`src/rtl/fb_write_arbiter.sv`:
```
// Pixel-write port arbiter for the double-buffered LED panel frame buffer.
// Two game engines share one write port through round-robin bursts. A swap of the
// front/back buffer is sequenced here and lands only on a panel frame boundary.
module fb_write_arbiter #(
  parameter int unsigned ADDR_W    = 9,
  parameter int unsigned DATA_W    = 3,
  parameter int unsigned MAX_BURST = 16
) (
  input  logic              clk,
  input  logic              reset,
  // Requester 0
  input  logic              req0,
  input  logic              last0,
  input  logic [ADDR_W-1:0] addr0,
  input  logic [DATA_W-1:0] data0,
  output logic              gnt0,
  output logic              ack0,
  // Requester 1
  input  logic              req1,
  input  logic              last1,
  input  logic [ADDR_W-1:0] addr1,
  input  logic [DATA_W-1:0] data1,
  output logic              gnt1,
  output logic              ack1,
  // Buffer swap handshake
  input  logic              swap_req,
  output logic              swap_ack,
  input  logic              frame_done,
  // Frame buffer write port
  output logic              fb_we,
  output logic [ADDR_W-1:0] fb_addr,
  output logic [DATA_W-1:0] fb_data,
  output logic              fb_bank
);

  localparam int unsigned CntW = $clog2(MAX_BURST + 1);
  localparam logic [CntW-1:0] BurstMax = CntW'(MAX_BURST);

  typedef enum logic [1:0] {
    StIdle,
    StGrant0,
    StGrant1,
    StSwapWait
  } state_e;

  state_e            state_q;
  logic              gnt0_q;
  logic              gnt1_q;
  logic              rr_ptr_q;
  logic [CntW-1:0]   burst_cnt_q;
  logic              fb_we_q;
  logic [ADDR_W-1:0] fb_addr_q;
  logic [DATA_W-1:0] fb_data_q;
  logic              fb_bank_q;
  logic              swap_ack_q;
  logic [CntW-1:0]   cnt_inc;

  // Burst count after the accept happening this cycle.
  always_comb begin
    cnt_inc = burst_cnt_q + CntW'(1);
  end

  // Arbitration FSM; every output is a register except the combinational acks.
  always_ff @(posedge clk) begin
    if (reset) begin
      state_q     <= StIdle;
      gnt0_q      <= 1'b0;
      gnt1_q      <= 1'b0;
      rr_ptr_q    <= 1'b0;
      burst_cnt_q <= '0;
      fb_we_q     <= 1'b0;
      fb_addr_q   <= '0;
      fb_data_q   <= '0;
      fb_bank_q   <= 1'b0;
      swap_ack_q  <= 1'b0;
    end else begin
      fb_we_q    <= 1'b0;
      swap_ack_q <= 1'b0;
      unique case (state_q)
        StIdle: begin
          burst_cnt_q <= '0;
          // swap_req is still high while swap_ack is out; don't re-enter the swap.
          if (swap_req && !swap_ack_q) begin
            state_q <= StSwapWait;
          end else if (req0 && (!req1 || !rr_ptr_q)) begin
            state_q <= StGrant0;
            gnt0_q  <= 1'b1;
          end else if (req1) begin
            state_q <= StGrant1;
            gnt1_q  <= 1'b1;
          end
        end
        StGrant0: begin
          if (req0) begin
            fb_we_q     <= 1'b1;
            fb_addr_q   <= addr0;
            fb_data_q   <= data0;
            burst_cnt_q <= cnt_inc;
            if (last0 || (cnt_inc == BurstMax)) begin
              gnt0_q   <= 1'b0;
              rr_ptr_q <= 1'b1;
              state_q  <= StIdle;
            end
          end else begin
            gnt0_q   <= 1'b0;
            rr_ptr_q <= 1'b1;
            state_q  <= StIdle;
          end
        end
        StGrant1: begin
          if (req1) begin
            fb_we_q     <= 1'b1;
            fb_addr_q   <= addr1;
            fb_data_q   <= data1;
            burst_cnt_q <= cnt_inc;
            if (last1 || (cnt_inc == BurstMax)) begin
              gnt1_q   <= 1'b0;
              rr_ptr_q <= 1'b0;
              state_q  <= StIdle;
            end
          end else begin
            gnt1_q   <= 1'b0;
            rr_ptr_q <= 1'b0;
            state_q  <= StIdle;
          end
        end
        StSwapWait: begin
          if (frame_done) begin
            fb_bank_q  <= ~fb_bank_q;
            swap_ack_q <= 1'b1;
            state_q    <= StIdle;
          end
        end
        default: state_q <= StIdle;
      endcase
    end
  end

  assign gnt0     = gnt0_q;
  assign gnt1     = gnt1_q;
  assign ack0     = gnt0_q & req0;
  assign ack1     = gnt1_q & req1;
  assign fb_we    = fb_we_q;
  assign fb_addr  = fb_addr_q;
  assign fb_data  = fb_data_q;
  assign fb_bank  = fb_bank_q;
  assign swap_ack = swap_ack_q;

endmodule

```
`config.mk`:
```
export PLATFORM = sky130hd
export DESIGN_NAME = fb_write_arbiter
export DESIGN_NICKNAME = d
export VERILOG_FILES = /design/src/rtl/fb_write_arbiter.sv
export SDC_FILE = /design/constraint.sdc
export NUM_CORES = 1
export LEC_CHECK = 0
export BUFFER_PORTS_ARGS = -buffer_cell sky130_fd_sc_hd__buf_4
export CAP_MARGIN = 30
export CORE_MARGIN = 2
export CORE_UTILIZATION = 49
export CTS_CLUSTER_DIAMETER = 150
export DETAILED_ROUTE_END_ITERATION = 8
export PLACE_DENSITY = 0.78
export SYNTH_ARGS = -nofsm -noshare
export SYNTH_HDL_FRONTEND = slang
export SYNTH_SLANG_ARGS = --single-unit
```
`constraint.sdc`:
```
create_clock -name clk -period 1.9 [get_ports clk]
set_input_delay 0.38 -clock clk [delete_from_list [all_inputs] [get_ports clk]]
set_output_delay 0.38 -clock clk [all_outputs]
set_load 0.005 [all_outputs]
```
==> key figures <==
Yosys
  – Synth Area in XOR/XNOR: 0.6278%
  – Synth Warn #: 0
  – #FFs+latches synth: 25
  – Post-Syn Instances: 147
  – Adder-cell share of the synthesized area: 5.381%
  – Synth Cell Area: 0.001395 sq mm
  – Dominant cells by area after synthesis: dfxtp_1 (36%), mux2i_1 (9.3%), a211oi_2 (7.2%)
  – Async set-reset flop share out of synthesis: 0%
  – Synth cell types: 38
  – Seq/Total Area, Yosys: 35.87%
  – Area fraction of the dominant cell type after synthesis: 35.87%
  – Compound-Gate Fraction of Synth Area: 24.30%
  – EDFF count, synth: 0
  – Synth Flop Type: dfxtp_1
  – Main combinational cell family by area after synthesis: compound AO/OA/AOI/OAI gates
  – Syn nets: 185
  – Mux cell area share after synthesis: 9.327%
  – Post-synthesis simple-gate area fraction: 18.39%
  – Synthesized area per cell: 9.490 sq um
  – Cell taking the most area after synthesis: dfxtp_1

STA
  – Fin Hold WS: 355.3 ps
  – Slew @ Worst Pin: 331.2 ps
  – Max_slew headroom: 77.63%
  – RSZ-0062 raised after global routing: true
  – Tcrit/Tclk final: 94.04%
  – Hold Fails Final Rpt: 0
  – Worst Skew: 4.072 ps
  – Max Freq: 559.7 MHz
  – Tmin final: 1787 ps
  – Slew Limit Fails: 0
  – Final Setup Violations: 0

Drt
  – Metal1 wirelength: 1.298 mm
  – Initial DRC Count: 27
  – Met2 routed WL: 1.503 mm
  – Routed met3 length: 163 microns
  – Post-DR wirelength/cell: 13.22 microns
  – Vias per std cell: 5.540
  – DRC viols: 0
  – Routed Wire Length: 2.987 mm
  – First-pass detailed-route iteration total: 4
  – Total vias in the final route: 1,252
  – Antenna-violating nets left: 0
  – Top layer in use: met4

Floorplan
  – Io pins: 51
  – Die area: 0.003290 sq mm
  – FP Rows: 19
  – Die X-Extent: 57.36 microns
  – Core area: 0.002734 sq mm
  – Die height: 57.36 microns
  – Initial Util: 51.03%

Finish
  – Post-route cell area: 0.001807 sq mm
  – Commonest cells after routing, fill and taps aside: buf_4 (51), dfxtp_1 (25), nor2_1 (20), mux2i_1 (13), nand2_1 (10)
  – Layout cells sized above 1: 37.44%
  – Diode count: 0
  – Fin nets: 234
  – Commonest non-fill, non-tap cell in the layout: buf_4
  – Area delta synth->final: 29.51%
  – Fillers: 231

Clocking
  – H-tree depth: 1
  – Clock Pin Slew Worst Setup and Hold Paths: 130 ps
  – Sink Count: 25
  – Post-CTS Setup Inserts: 0
  – Clk_lat worst skew: 310 ps
  – Total CTS buffers: 3
  – Clk buf depth: 2
  – CTS Root Buffer Type: clkbuf_4
  – CTS tree: built

Power
  – Leak: 0.7712 nW
  – PwrDens: 1114 mW/mm^2
  – Maximum VDD drop: 0.0007739 V

Placed design
  – Post-DP Area: 0.001778 sq mm
  – GP Congestion: 0.7819
  – PortBufs: 50
  – Dpl hpwl: 2.321 mm

Worst setup path
  – Worst-path maximum fanout: 24
  – Slowest-stage cell, CP: dfxtp_1
  – Critical path class: flop to flop
  – WP data arrival: 2010 ps
  – Crit path cell chain: inv_1 -> ha_1 -> inv_2 -> a221oi_4 -> buf_12 -> nor2_1 -> a211oi_1
  – Worst path bufs/invs: 3
  – Worst Setup Start Kind: flop
  – Crit path required time: 2130 ps
  – Critical Path Sink Type: flop
  – Slowest stage delay, CP: 390 ps
  – CP delay by family, top: compound AO/OA/AOI/OAI gates

Global routing
  – GR Overflow Total: 0
  – Largest net degree at the start of global routing: 29
  – First-pass GRT wire length: 5.133 mm
  – GRT Util Overall: 19.29%
  – Vias in the first global route: 1,253
  – Initial antenna violation count: 0

Run status
  – Status: complete, no violations

Run
  – Max Cap Viol: 0

Min path
  – HP Class: primary input to flop
[metrics by stage]
| stage | setup slack, ps | setup TNS (ps) | std cells | util (%) | power (mW) |
|---|---|---|---|---|---|
| 2_1_floorplan | 267.5 | 0 | 147 | - | 1.439 |
| 3_3_place_gp | 206.0 | 0 | 222 | 65.03 | 1.758 |
| 3_5_place_dp | 120.7 | 0 | 222 | 65.03 | 1.798 |
| 4_1_cts | 81.36 | 0 | 226 | 66.04 | 2.034 |
| 5_1_grt | -17.54 | -25.95 | 226 | 66.09 | 2.171 |
| 6_report | 113.3 | 0 | 226 | 66.09 | 2.014 |
[registers in the layout, summed over array words and instances, names as in the netlist, 2 cells and up]
| register | flops |
|---|---|
| fb_data | 3 |
| fb_addr | 9 |
| state_q | 2 |
| burst_cnt_q | 5 |
[layout make-up]
class	count	area, sq um	area share (%)
clock buffers	3	22.52	1.247
clock inverters	1	5.005	0.2770
inverters	7	26.28	1.454
multi-input cells	107	810.8	44.88
flip-flops and latches	25	500.5	27.70
well taps	31	38.79	2.147
repair buffers	52	402.9	22.30
[path summary, 6_finish.rpt]
path	from	endpoint	cells past startpoint	slack (ps)
hold reg to reg	gnt0	gnt0	2	510
setup reg to reg	state_q[0]	fb_addr[3]	7	110
setup / recovery	state_q[0]	fb_addr[3]	7	110
hold / removal	last0	gnt0	3	360
[tightest hold or removal path, delay by kind of cell]
| family | cells | cell delay, ps |
|---|---|---|
| AO/OA/AOI/OAI | 1 | 70 |
| buffers and inverters | 1 | 80 |
| AND/OR/NAND/NOR | 1 | 100 |
[cell families after synthesis]
kind of cell	Yosys count
and+or+nand+nor	48
DFF	25
xor gates and xnor gates	1
AOI/OAI and AO/OA	39
adders and majority gates	6
muxes	13
buffers and inverters	15
[layer usage]
metal  vias to the layer above  GRT usage [%]
met2                        41          35.88
met3                         4          2.721
met1                       581          21.97
met5                         -              0
met4                         0          7.309
li1                        626              -
[report_power, final]
group	internal, mW	total, mW	switching (mW)
logic	0.511	1.03	0.516
clock network	0.0785	0.231	0.152
registers	0.667	0.756	0.0896
total	1.26	2.01	0.758
[timing repair]
action / 4_1_cts / 5_1_grt
hold buffers: 0 / 0
resized for setup: 0 / 1
hold endpoints to repair: 0 / 0
setup endpoints to repair: 0 / 4
[synth_stat cells, types with 3 or more instances]
| master | number |
|---|---|
| a211oi_1 | 6 |
| a211oi_2 | 8 |
| a21o_1 | 3 |
| a21oi_1 | 6 |
| and2_1 | 3 |
| buf_4 | 3 |
| dfxtp_1 | 25 |
| ha_1 | 6 |
| inv_1 | 5 |
| mux2i_1 | 13 |
| nand2_1 | 10 |
| nand2b_1 | 4 |
| nand3b_1 | 3 |
| nor2_1 | 20 |
Note: power is estimated with default switching activity, not from simulation.
